## src/rtl/ad9226_acq_ctrl.sv

```systemverilog
// AD9226 acquisition controller. It generates the sample clock and capture enable, latches the
// four channel words on each end-of-conversion, and streams them round-robin with frame tlast.

module ad9226_acq_ctrl #(
  parameter int ADC_DATA_WIDTH = 12,
  parameter int CLK_DIV        = 10,
  parameter int FRAME_LEN      = 256,
  parameter int TDATA_WIDTH    = 16
) (
  input  logic                      clk,
  input  logic                      rst_n,
  input  logic                      start,
  input  logic                      stop,
  output logic                      adc_clk_sample,
  output logic                      adc_ready,
  input  logic                      adc_eoc,
  input  logic [ADC_DATA_WIDTH-1:0] adc_data0,
  input  logic [ADC_DATA_WIDTH-1:0] adc_data1,
  input  logic [ADC_DATA_WIDTH-1:0] adc_data2,
  input  logic [ADC_DATA_WIDTH-1:0] adc_data3,
  output logic [TDATA_WIDTH-1:0]    m_axis_tdata,
  output logic                      m_axis_tvalid,
  input  logic                      m_axis_tready,
  output logic                      m_axis_tlast,
  output logic                      busy,
  output logic                      overflow,
  output logic                      frame_done
);

  localparam int DIV_W = $clog2(CLK_DIV);
  localparam int SET_W = (FRAME_LEN > 1) ? $clog2(FRAME_LEN) : 1;
  localparam logic [DIV_W-1:0] DIV_LAST = DIV_W'(CLK_DIV - 1);
  localparam logic [DIV_W-1:0] DIV_HALF = DIV_W'(CLK_DIV / 2);
  localparam logic [SET_W-1:0] SET_LAST = SET_W'(FRAME_LEN - 1);

  typedef enum logic [1:0] {
    IDLE = 2'd0,
    RUN  = 2'd1,
    SEND = 2'd2
  } state_t;

  state_t                         state;
  logic                           eoc_q;
  logic [3:0][ADC_DATA_WIDTH-1:0] buf_data;
  logic                           buf_full;
  logic [1:0]                     ch_idx;
  logic [DIV_W-1:0]               div_cnt;
  logic [SET_W-1:0]               set_cnt;
  logic                           stop_pend;

  logic             eoc_rise;
  logic             accept;
  logic             ch3_acc;
  logic             halt;
  logic             latch_set;
  logic [DIV_W-1:0] div_nxt;
  logic [1:0]       ch_nxt;
  logic [SET_W-1:0] set_nxt;

  assign eoc_rise  = adc_eoc & ~eoc_q;
  assign accept    = m_axis_tvalid & m_axis_tready;
  assign ch3_acc   = (state == SEND) && accept && (ch_idx == 2'd3);
  assign halt      = ch3_acc && m_axis_tlast && stop_pend;
  // A set arriving on the same edge that frees the buffer is taken, unless we are halting.
  assign latch_set = eoc_rise && ((state == RUN) || (ch3_acc && !halt));
  assign div_nxt   = (div_cnt == DIV_LAST) ? '0 : div_cnt + DIV_W'(1);
  assign ch_nxt    = ch_idx + 2'd1;
  assign set_nxt   = (set_cnt == SET_LAST) ? '0 : set_cnt + SET_W'(1);
  assign adc_ready = busy;

  function automatic logic [TDATA_WIDTH-1:0] fmt_beat(input logic [1:0] ch,
                                                      input logic [ADC_DATA_WIDTH-1:0] s);
    logic [TDATA_WIDTH-1:0] b;
    b = '0;
    b[ADC_DATA_WIDTH-1:0] = s;
    b[TDATA_WIDTH-1 -: 2] = ch;
    return b;
  endfunction

  always_ff @(posedge clk or negedge rst_n) begin
    if (!rst_n) begin
      buf_data <= '0;
    end else if (latch_set) begin
      buf_data <= {adc_data3, adc_data2, adc_data1, adc_data0};
    end
  end

  always_ff @(posedge clk or negedge rst_n) begin
    if (!rst_n) begin
      state          <= IDLE;
      eoc_q          <= 1'b0;
      buf_full       <= 1'b0;
      ch_idx         <= 2'd0;
      div_cnt        <= '0;
      set_cnt        <= '0;
      stop_pend      <= 1'b0;
      adc_clk_sample <= 1'b1;
      busy           <= 1'b0;
      overflow       <= 1'b0;
      frame_done     <= 1'b0;
      m_axis_tdata   <= '0;
      m_axis_tvalid  <= 1'b0;
      m_axis_tlast   <= 1'b0;
    end else begin
      eoc_q      <= adc_eoc;
      frame_done <= 1'b0;

      if (eoc_rise && buf_full && !ch3_acc) begin
        overflow <= 1'b1;
      end

      if (latch_set) begin
        buf_full      <= 1'b1;
        ch_idx        <= 2'd0;
        m_axis_tdata  <= fmt_beat(2'd0, adc_data0);
        m_axis_tvalid <= 1'b1;
        m_axis_tlast  <= 1'b0;
      end

      case (state)
        IDLE: begin
          if (start) begin
            state          <= RUN;
            busy           <= 1'b1;
            overflow       <= 1'b0;
            div_cnt        <= '0;
            adc_clk_sample <= 1'b1;
            set_cnt        <= '0;
            stop_pend      <= 1'b0;
          end
        end

        RUN: begin
          div_cnt        <= div_nxt;
          adc_clk_sample <= (div_nxt < DIV_HALF);
          if (stop) begin
            stop_pend <= 1'b1;
          end
          if (latch_set) begin
            state <= SEND;
          end
        end

        SEND: begin
          div_cnt        <= div_nxt;
          adc_clk_sample <= (div_nxt < DIV_HALF);
          if (stop) begin
            stop_pend <= 1'b1;
          end
          if (accept && (ch_idx != 2'd3)) begin
            ch_idx       <= ch_nxt;
            m_axis_tdata <= fmt_beat(ch_nxt, buf_data[ch_nxt]);
            m_axis_tlast <= (ch_nxt == 2'd3) && (set_cnt == SET_LAST);
          end else if (ch3_acc) begin
            set_cnt    <= set_nxt;
            frame_done <= m_axis_tlast;
            if (halt) begin
              state          <= IDLE;
              busy           <= 1'b0;
              stop_pend      <= 1'b0;
              buf_full       <= 1'b0;
              div_cnt        <= '0;
              adc_clk_sample <= 1'b1;
              m_axis_tvalid  <= 1'b0;
              m_axis_tlast   <= 1'b0;
            end else if (!latch_set) begin
              state         <= RUN;
              buf_full      <= 1'b0;
              m_axis_tvalid <= 1'b0;
              m_axis_tlast  <= 1'b0;
            end
          end
        end

        default: begin
          state <= IDLE;
          busy  <= 1'b0;
        end
      endcase
    end
  end

endmodule
```

## config.mk

```make
export PLATFORM = sky130hd
export DESIGN_NAME = ad9226_acq_ctrl
export DESIGN_NICKNAME = d
export VERILOG_FILES = /design/src/rtl/ad9226_acq_ctrl.sv
export SDC_FILE = /design/constraint.sdc
export NUM_CORES = 1
export LEC_CHECK = 0
export ABC_AREA = 1
export CORE_MARGIN = 2
export CORE_UTILIZATION = 41
export DETAILED_ROUTE_END_ITERATION = 8
export PLACE_DENSITY = 0.7
export SKIP_LAST_GASP = 1
export SLEW_MARGIN = 20
export SYNTH_ARGS = -nofsm -noshare
export SYNTH_HDL_FRONTEND = slang
export SYNTH_SLANG_ARGS = --single-unit
```

## constraint.sdc

```tcl
create_clock -name clk -period 2.5 [get_ports clk]
set_input_delay 0.25 -clock clk [delete_from_list [all_inputs] [get_ports clk]]
set_output_delay 0.25 -clock clk [all_outputs]
set_load 0.02 [all_outputs]
```

; Yosys cells after proc, flatten, opt, wreduce, memory -nomap -nowiden
; Cells that the tools add are included.
[word_totals]
reg_bits = 89
input_bits = 54
out_inout_bits = 23
wordCells = 125
[op_classes]
add_sub_neg = 3
order_cmp = 2
eq_ne = 13
muxes = 65
bitwise = 4
n_reduce_logical = 20
[ops]
columns = op, n
row1 = two-way mux 16 bit, 3
row2 = two-way mux 1 bit, 36
row3 = two-way mux 8 bit, 4
row4 = binary-select mux 12 bit (select 2 bit), 1
row5 = two-way mux 4 bit, 5
row6 = two-way mux 2 bit, 9
row7 = case mux 8 bit (2 select lines), 1
row8 = two-way mux 12 bit, 1
row9 = != test 2 bit (second input constant), 6
row10 = case mux 4 bit (3 select lines), 1
row11 = logical AND 1 bit, 10
row12 = AND reduction 5 bit, 2
row13 = case mux 1 bit (3 select lines), 3
row14 = adder 8 x 1 -> 8 bit (second input constant), 1
row15 = equality test 8 bit (second input constant), 1
row16 = equality test 2 bit (second input constant), 3
row17 = case mux 2 bit (3 select lines), 1
row18 = adder 4 x 1 -> 4 bit (second input constant), 1
row19 = equality test 4 bit (second input constant), 1
row20 = less-than comparator 4 x 3 -> 1 bit (second input constant), 1
row21 = AND reduction 4 bit, 1
row22 = less-than comparator 2 x 3 -> 1 bit (second input constant), 1
row23 = != test 3 bit (second input constant), 1
row24 = nonzero test 3 bit, 1
row25 = other kinds (9), 12

; Depth between registers and ports, before layout
; Gate-level depths: netlist of the first run.
[depth]
word_depth = 15
ltp_mapped = 13
mapped_depth_nobuf = 11

; Least setup slack after synthesis of the first run
; No wires, ideal clock.
[synth_timing]
path_type = reg-to-reg
startpoint = reg ch_idx[0]
endpoint = reg m_axis_tdata[11]
setup_ns = 0.117
arrival_time_ns = 1.817
required_ns = 2.383
setup_slack_ns = 0.566
path_stages_with_launch = 11
path_buffers = 4
period_less_slack_ns = 1.934
cell_sequence = dfrtp_1 > buf_2 > inv_2 > buf_2 > ha_1 > buf_2 > clkinv_1 > buf_1 > nand3_1 > nand3_1 > nand2_1
[synth_between]
elab_chain_cells = 11
elab_cells_between_ends = 16
classes_between = 1 x add/sub / 2 x eq/ne / 5 x mux / 8 x reduce/logical
[synth_rtl]
columns = item, line
row1 = from (decl), 46  ; logic [1:0] ch_idx;
row2 = from (signal assigned), 151  ; ch_idx <= ch_nxt;
row3 = equality test 2 bit, 62  ; assign ch3_acc = (state == SEND) && accept && (ch_idx == 2'd3);
row4 = logical AND 1 bit, 62
row5 = logical AND 1 bit (2 in a row), 63  ; assign halt = ch3_acc && m_axis_tlast && stop_pend;
row6 = logical NOT 1 bit, 65  ; assign latch_set = eoc_rise && ((state == RUN) || (ch3_acc && !halt));
row7 = logical AND 1 bit, 65
row8 = logical OR 1 bit, 65
row9 = logical AND 1 bit, 65
row10 = two-way mux 16 bit, 112  ; if (latch_set) begin
row11 = two-way mux 16 bit, 150  ; if (accept && (ch_idx != 2'd3)) begin
row12 = two-way mux 16 bit *, 120  ; case (state)
row13 = to (signal assigned), 115  ; m_axis_tdata <= fmt_beat(2'd0, adc_data0);
row14 = to (signal assigned), 152  ; m_axis_tdata <= fmt_beat(ch_nxt, buf_data[ch_nxt]);
row15 = to (decl), 21  ; output logic [TDATA_WIDTH-1:0] m_axis_tdata,
; Mark *: on every way between the ends. The rest lies on a longest branch, timed or not. The select of a mux whose other input is x is not followed.
; A chain may end at the register's enable or synchronous reset.

; Worst setup path after layout of the first run
[layout_timing]
startpoint = reg state[0]
endpoint = reg m_axis_tdata[9]
[layout_between]
elab_chain_cells = 12
elab_cells_between_ends = 13
classes_between = 2 x eq/ne / 3 x mux / 8 x reduce/logical
[layout_rtl]
columns = item, line
row1 = from (decl), 42  ; state_t state;
row2 = from (signal assigned), 90  ; state <= IDLE;
row3 = from (signal assigned), 123  ; state <= RUN;
row4 = from (signal assigned), 140  ; state <= SEND;
row5 = equality test 2 bit, "62, 120"
row6 = logical AND 1 bit (2 in a row), 62
row7 = logical AND 1 bit (2 in a row), 63
row8 = logical NOT 1 bit, 65
row9 = logical AND 1 bit, 65
row10 = logical OR 1 bit, 65
row11 = logical AND 1 bit, 65
row12 = two-way mux 16 bit, 112
row13 = two-way mux 16 bit, 150
row14 = two-way mux 16 bit *, 120
; Mark *: on every way between the ends. The rest lies on a longest branch, timed or not.

==> results of run 1 <==
timing repair:
action | 4_1_cts | 5_1_grt
hold buffers | 1 | 0
buffers inserted | 0 | 0
hold endpoints to repair | 41 | 0
cell families (layout without fill, tap and decap cells):
kind of cell               after synthesis  in the layout
and+or+nand+nor                        316            316
xor gates and xnor gates                 1              1
buffers and inverters                   68            143
AOI/OAI and AO/OA                       61             61
DFF                                     89             89
adders and majority gates                9              9
area by class of cell:
class | count | area share
clock buffer | 10 | 0.0236
clock inverter | 6 | 0.0213
inverter | 43 | 0.0298
multi-input combinational | 387 | 0.324
sequential | 89 | 0.412
tap | 136 | 0.0314
timing repair buffer | 84 | 0.159
flip-flops by register name (all words and copies together) (netlist names), 2 cells and up:
register,cells
div_cnt,4
ch_idx,2
state,2
buf_data,48
m_axis_tdata,16
set_cnt,8
placed cells by master, fill, tap and decap left out, types with 5 or more instances in the layout:
cell,instances
sky130_fd_sc_hd__nand2_1,253
sky130_fd_sc_hd__dfrtp_1,88
sky130_fd_sc_hd__clkdlybuf4s50_1,75
sky130_fd_sc_hd__inv_1,41
sky130_fd_sc_hd__nand3_1,37
sky130_fd_sc_hd__o21ai_0,35
sky130_fd_sc_hd__nor2_1,17
sky130_fd_sc_hd__o211ai_1,12
sky130_fd_sc_hd__ha_1,9
sky130_fd_sc_hd__clkbuf_8,9
sky130_fd_sc_hd__buf_4,5
synth_stat cells, types with 2 or more instances:
library cell                 n
sky130_fd_sc_hd__nand2_1   253
sky130_fd_sc_hd__dfrtp_1    88
sky130_fd_sc_hd__inv_1      41
sky130_fd_sc_hd__nand3_1    37
sky130_fd_sc_hd__o21ai_0    35
sky130_fd_sc_hd__nor2_1     17
sky130_fd_sc_hd__o211ai_1   12
sky130_fd_sc_hd__buf_2      10
sky130_fd_sc_hd__ha_1        9
sky130_fd_sc_hd__buf_6       6
sky130_fd_sc_hd__a21oi_1     4
sky130_fd_sc_hd__clkbuf_1    4
sky130_fd_sc_hd__o22ai_1     4
sky130_fd_sc_hd__buf_4       3
sky130_fd_sc_hd__buf_1       2
sky130_fd_sc_hd__nand2_2     2
sky130_fd_sc_hd__nand4_1     2
sky130_fd_sc_hd__o21ai_1     2
per-layer routing:
layer  share of wire  routed length [µm]  up-vias
met1            0.46                4450     1675
met3           0.049                 476        8
li1                -                   -     1843
met4          0.0098                  94        0
met5               0                   0        -
met2            0.48                4600       89
power groups by stage:
stage / Sequential, mW / Combinational (mW) / Clock, mW
4_1_cts: 2.36 / 2.42 / 1.20
6_report: 2.36 / 2.39 / 1.18
3_5_place_dp: 2.38 / 2.41 / 0
2_1_floorplan: 2.45 / 1.55 / 0
5_1_grt: 2.42 / 2.74 / 1.28
3_3_place_gp: 2.37 / 2.34 / 0
how the worst max path moves through the flow:
stage	from	endpoint	slack (ns)	cells after the start
final	state[0]	m_axis_tdata[9]	0.39	12
after global routing	state[0]	m_axis_tdata[4]	0.18	12
after CTS	state[0]	m_axis_tdata[9]	0.39	12
after detailed placement	state[0]	m_axis_tdata[8]	0.41	12
after global placement	adc_eoc	m_axis_tdata[7]	0.53	9
after floorplan	ch_idx[0]	m_axis_tdata[11]	0.57	10
==> summary.txt, run 1 <==
Layout
  • Layout area overhead: 25.8%
  • Number of cells in the finished layout apart from fillers: 755
  • Number of nets in the final layout: 677
  • Sequential cell area: 0.00223 mm²
  • Combined area of the multi-input logic cells: 0.00175 mm²
  • Share of post-route cells with drive strength above 1: 0.0533
  • Utilization after layout: 0.527
  • Diodes inserted: 0
  • Fill cells: 978
  • Final design instance area without fill: 0.00541 mm²

STA
  • Accumulated negative setup slack: 0 ns
  • Number of setup violations in the final report: 0
  • Final cycle utilization of the critical path: 0.843
  • Period minus WS final: 2.11 ns
  • Top achievable clock speed: 475 MHz
  • Clk_skew: 0.0141 ns
  • Final setup margin: 0.393 ns
  • Tightest Pin Transition: 0.545 ns
  • Number of endpoints with negative hold slack in the final report: 0
  • Max-slew headroom at the worst pin: 0.637
  • RSZ-0062 raised after global routing: no
  • Minimum hold slack: 0.367 ns
  • Pins Over Slew Limit: 0

Yosys
  • Share of flip-flops with an asynchronous set or reset after synthesis: 1.00
  • Post-Syn Nets: 607
  • Simple-gate area share of the yosys netlist: 0.295
  • Number of enable flip-flop cells after synthesis: 0
  • Synth Cell Area: 0.00430 mm²
  • Commonest register cell after synthesis: sky130_fd_sc_hd__dfrtp_1
  • Count of warnings emitted by yosys: 0
  • Mux contribution to synthesized area: 0
  • Synth top area cells: sky130_fd_sc_hd__dfrtp_1 51%, sky130_fd_sc_hd__nand2_1 22%, sky130_fd_sc_hd__nand3_1 4.3%
  • Combinational family with the most area after synthesis: simple AND/OR/NAND/NOR gates
  • Flip-flop and latch count after synthesis: 89
  • Largest area contributor in the netlist: sky130_fd_sc_hd__dfrtp_1
  • Area share of the largest cell type after synthesis: 0.512
  • Number of unique standard cell types used by synthesis: 31
  • Mean Syn Cell Area: 7.91 µm²
  • Fraction of the mapped netlist area in compound gates: 0.0840
  • Sequential cell area fraction in the yosys report: 0.518
  • XOR/XNOR share of the synthesized area: 0.00203
  • Post-Syn Instances: 544
  • Adder and majority gate portion of the synthesized area: 0.0262

Placement
  • Buffers added on ports: 76
  • Cells after DPL: 738
  • Worst Setup Slack post-DPL: 0.414 ns
  • Cell area after placement: 0.00516 mm²
  • Hpwl dp: 6840 µm
  • RD Place Congestion: 0.861

Power and ir drop
  • Total power of the final layout: 5.93 mW
  • Reported net switching power: 2.27 mW
  • Leakage power total: 2.70 nW
  • Clock network power share: 0.199
  • Highest ir drop seen on vdd: 0.000433 V
  • Internal power: 3.65 mW
  • Fraction of power spent switching nets: 0.383
  • Sequential cell fraction of total power: 0.397
  • Power per cell area: 1100 mW/mm²
  • Combinational Power Share: 0.403

Route
  • Total vias in the final route: 3,615
  • Via-to-Cell Ratio: 4.79
  • Number of nets with antenna violations after detailed routing: 0
  • Drt total wl: 9620 µm
  • DRC errors left: 0
  • Wirelength per Cell: 12.7 µm
  • Iteration-0 DRC Markers: 195
  • Count of TritonRoute iterations in the first routing pass: 5

Clocking
  • Worst skew pair latency: 0.36 ns
  • Clock input transition at the sequential cells of the worst setup and hold paths: 0.09 ns
  • Clock net sink count: 89
  • TritonCTS clock tree: yes
  • CTS buffer count: 9
  • Clock tree root driver cell: sky130_fd_sc_hd__clkbuf_8
  • PostCTS Resize Cnt: 0
  • Clock buffer depth: 2
  • H-tree levels: 3

Floorplanning
  • Die width: 106 µm
  • Area of the core: 0.0103 mm²
  • Initial Util: 0.419
  • Vertical extent of the die: 106 µm
  • Die ar.: 0.0113 mm²
  • Row Count: 37
  • Top-Level Pins: 77

Setup path
  • CP startpoint kind: register
  • FF-to-FF path depth: 12
  • Setup crit end kind: register
  • WS Path Type: reg -> reg
  • Worst-path cell chain: inv_1 -> ha_1 -> nand2_2 -> nor2_4 -> o21ai_2 -> nand2_1 -> nand2_2 -> buf_12 -> nand2_1 -> nand2_1 -> nand2_1 -> nand2_1
  • Worst R2R End: m_axis_tdata[9]
  • Arrival time of data at the critical path endpoint: 2.36 ns
  • Max FO, Critical Path: 38
  • Total buffers and inverters traversed by the critical path: 2
  • Crit-path leading delay family: simple AND/OR/NAND/NOR gates
  • Slowest cell delay on critical path: 0.43 ns
  • Most frequent cell on the critical path: sky130_fd_sc_hd__nand2_1
  • Launch instance of the worst register-to-register path: state[0]
  • Required arrival time at the worst endpoint: 2.75 ns
  • Setup slack of the worst register-to-register path: 0.39 ns
  • Cell with the largest stage delay on the worst path: sky130_fd_sc_hd__dfrtp_1

Worst hold path
  • Hold path depth: 1
  • Source of the worst hold timing path: adc_eoc
  • Class of the tightest hold or removal check: in -> reg
  • End of the worst hold path: eoc_q

Global routing
  • Antenna violations before repair: 0
  • Number of global-route vias before repair: 3,712
  • Total GRT Usage: 0.186
  • Gr busiest metal: met2
  • Wire length of the first global-routing pass: 17,000 µm
  • Global-route met3 utilization: 0.0441
  • Maximum number of pins on one net before global-route repair: 67
  • Overflow left after global routing: 0
  • Met1 usage: 0.244
  • Met2 layer usage reported by global route: 0.311

Status
  • Status: completed

Run
  • Max-cap violation count: 0
(Power assumes the default switching activity.)
==> run 2, diff against run 1 <==
==> constraint.sdc (replaced) <==
create_clock -name clk -period 1.98 [get_ports clk]
set_input_delay 0.198 -clock clk [delete_from_list [all_inputs] [get_ports clk]]
set_output_delay 0.198 -clock clk [all_outputs]
set_load 0.02 [all_outputs]
==> run 2 against run 1 <==
Routed wire length rose by 4.6%. Combinational power rose by 31%. Global-route usage rose by 0.29 points. Highest routed layer unchanged. Maximum frequency rose by 20%. Sequential power rose by 26%. Non-clock buffer count rose by 8. Largest cell class unchanged. Clock power rose by 9%. Die area did not move.
==> summary.txt, run 2 (synthesis gave the netlist of run 1 again) <==
Route
  • Drt total wl: 10,100 µm (was 9620 µm)
  • Iteration-0 DRC Markers: 168 (was 195)
  • Via-to-Cell Ratio: 4.86 (was 4.79)
  • Number of nets with antenna violations after detailed routing: 0 (unchanged)
  • Total vias in the final route: 3,701 (was 3,615)
  • Count of TritonRoute iterations in the first routing pass: 5 (unchanged)
  • Wirelength per Cell: 13.2 µm (was 12.7 µm)
  • DRC errors left: 0 (unchanged)

STA
  • Pins Over Slew Limit: 0 (unchanged)
  • Clk_skew: 0.0109 ns (was 0.0141 ns)
  • Accumulated negative setup slack: 0 ns (unchanged)
  • Tightest Pin Transition: 0.489 ns (was 0.545 ns)
  • Number of endpoints with negative hold slack in the final report: 0 (unchanged)
  • Max-slew headroom at the worst pin: 0.674 (was 0.637)
  • Top achievable clock speed: 571 MHz (was 475 MHz)
  • Period minus WS final: 1.75 ns (was 2.11 ns)
  • Minimum hold slack: 0.309 ns (was 0.367 ns)
  • RSZ-0062 raised after global routing: no (unchanged)
  • Final cycle utilization of the critical path: 0.884 (was 0.843)
  • Number of setup violations in the final report: 0 (unchanged)

Setup path
  • End point of the critical path: m_axis_tdata[5] (was m_axis_tdata[9])
  • Launch instance of the worst register-to-register path: state[0] (unchanged)
  • Worst R2R End: m_axis_tdata[5] (was m_axis_tdata[9])
  • CP startpoint kind: register (unchanged)
  • Max FO, Critical Path: 54 (was 38)
  • Arrival time of data at the critical path endpoint: 2.05 ns (was 2.36 ns)
  • Setup slack of the worst register-to-register path: 0.23 ns (was 0.39 ns)
  • FF-to-FF path depth: 11 (was 12)
  • WS Path Type: reg -> reg (unchanged)
  • Crit path from: state[0] (unchanged)
  • Setup crit end kind: register (unchanged)
  • Required arrival time at the worst endpoint: 2.28 ns (was 2.75 ns)

Layout
  • Final design instance area without fill: 0.00543 mm² (was 0.00541 mm²)
  • Commonest cells after routing, fill and taps aside: 253 x sky130_fd_sc_hd__nand2_1, 88 x sky130_fd_sc_hd__dfrtp_1, 75 x sky130_fd_sc_hd__clkdlybuf4s50_1 (unchanged)
  • Largest register by flop count: buf_data (unchanged)
  • Diodes inserted: 0 (unchanged)
  • Max reg flops: 48 (unchanged)
  • Commonest non-fill, non-tap cell in the layout: sky130_fd_sc_hd__nand2_1 (unchanged)
  • Utilization after layout: 0.529 (was 0.527)
  • Layout area overhead: 26.2% (was 25.8%)
  • Share of post-route cells with drive strength above 1: 0.0655 (was 0.0533)
  • Number of nets in the final layout: 685 (was 677)
  • Biggest regs: buf_data (48), m_axis_tdata (16), set_cnt (8) (unchanged)
  • Fill cells: 1,017 (was 978)

Placement
  • Hpwl dp: 7130 µm (was 6840 µm)
  • Cell area after placement: 0.00522 mm² (was 0.00516 mm²)
  • RD Place Congestion: 0.864 (was 0.861)
  • Buffers added on ports: 76 (unchanged)

Floorplanning
  • Top-Level Pins: 77 (unchanged)
  • Vertical extent of the die: 106 µm (unchanged)
  • Die ar.: 0.0113 mm² (unchanged)
  • Die width: 106 µm (unchanged)
  • Area of the core: 0.0103 mm² (unchanged)
  • Initial Util: 0.419 (unchanged)
  • Row Count: 37 (unchanged)

Power and ir drop
  • Power per cell area: 1360 mW/mm² (was 1100 mW/mm²)
  • Highest ir drop seen on vdd: 0.000504 V (was 0.000433 V)
  • Leakage power total: 2.72 nW (was 2.70 nW)

Clocking
  • Setup Fix Bufs, Post-CTS: 0 (unchanged)
  • Clock tree root driver cell: sky130_fd_sc_hd__clkbuf_8 (unchanged)
  • Clock buffer depth: 2 (unchanged)
  • CTS buffer count: 9 (unchanged)
  • Clock net sink count: 89 (unchanged)
  • TritonCTS clock tree: yes (unchanged)
  • Worst skew pair latency: 0.37 ns (was 0.36 ns)
  • H-tree levels: 3 (unchanged)
  • Clock input transition at the sequential cells of the worst setup and hold paths: 0.09 ns (about the same)

Global routing
  • Antenna violations before repair: 0 (unchanged)
  • Total GRT Usage: 0.189 (was 0.186)
  • Overflow left after global routing: 0 (unchanged)
  • Maximum number of pins on one net before global-route repair: 55 (was 67)
  • Wire length of the first global-routing pass: 16,900 µm (was 17,000 µm)
  • Number of global-route vias before repair: 3,578 (was 3,712)

Status
  • Status: completed (unchanged)

Worst hold path
  • Class of the tightest hold or removal check: in -> reg (unchanged)

Run
  • Max-cap violation count: 0 (unchanged)
==> run 2: cell count changes in the layout (fill, tap and decap cells not counted) <==
cell                        change
sky130_fd_sc_hd__buf_4          +8
sky130_fd_sc_hd__bufinv_16      -2
sky130_fd_sc_hd__clkbuf_1       -1
sky130_fd_sc_hd__clkbuf_8       +2
sky130_fd_sc_hd__clkinv_2       +1
sky130_fd_sc_hd__clkinv_4       -1
==> run 2: per-layer routing <==
layer / GRT usage / vias up / part of all wire
met5: 0 / - / 0
met2: 0.309 / 104 / 0.47
li1: - / 1857 / -
met4: 0.0529 / 0 / 0.0098
met3: 0.0386 / 10 / 0.047
met1: 0.256 / 1730 / 0.47
==> run 2: layout make-up <==
type | instances | area (µm²) | area share
inverters | 43 | 161 | 0.0297
well taps | 136 | 170 | 0.0313
clock buffers | 11 | 151 | 0.0279
multi-input cells | 387 | 1750 | 0.322
flip-flops and latches | 89 | 2230 | 0.410
clock inverters | 4 | 51.3 | 0.00944
repair buffers | 92 | 918 | 0.169
==> run 2: how the worst min path moves through the flow <==
| stage | from | endpoint | slack [ns] | cells past startpoint |
|---|---|---|---|---|
| 6_report | adc_eoc | eoc_q | 0.31 | 1 |
| 5_1_grt | adc_eoc | eoc_q | 0.31 | 1 |
| 4_1_cts | adc_eoc | eoc_q | 0.30 | 1 |
| 3_5_place_dp | rst_n | div_cnt[2] | 0.20 | 1 |
| 3_3_place_gp | rst_n | div_cnt[2] | 0.19 | 1 |
| 2_1_floorplan | rst_n | adc_ready | -0.1 | 0 |
==> run 2: per-stage QoR <==
step	setup WS, ns	std cells	total power [mW]
2_1_floorplan	0.0456	544	5.05
4_1_cts	0.212	762	7.45
6_report	0.229	762	7.39
5_1_grt	0.0450	762	7.99
3_5_place_dp	0.151	746	6.15
3_3_place_gp	0.224	746	6.03
==> run 2: what timing repair did <==
| action | 4_1_cts | 5_1_grt |
|---|---|---|
| endpoints found under the hold margin | 33 | 0 |
| hold buffers | 1 | 0 |
| gates resized for setup | 0 | 0 |
==> run 2: critical path: stages (launching register included) <==
cell and delay (ns):
sky130_fd_sc_hd__dfrtp_1 0.42, sky130_fd_sc_hd__inv_1 0.10, sky130_fd_sc_hd__ha_1 0.19, sky130_fd_sc_hd__nand2_2 0.07, sky130_fd_sc_hd__nor2_4 0.11, sky130_fd_sc_hd__o21ai_2 0.09
sky130_fd_sc_hd__a21boi_4 0.17, sky130_fd_sc_hd__buf_12 0.25, sky130_fd_sc_hd__nand2_1 0.11, sky130_fd_sc_hd__nand2_1 0.07, sky130_fd_sc_hd__nand2_1 0.04, sky130_fd_sc_hd__nand2_1 0.06
==> run 2: where the power goes <==
group          total, mW  switching [mW]  internal (mW)
clock network       1.29           0.639          0.648
logic               3.12            1.86           1.26
registers           2.98           0.418           2.56
total               7.39            2.92           4.47
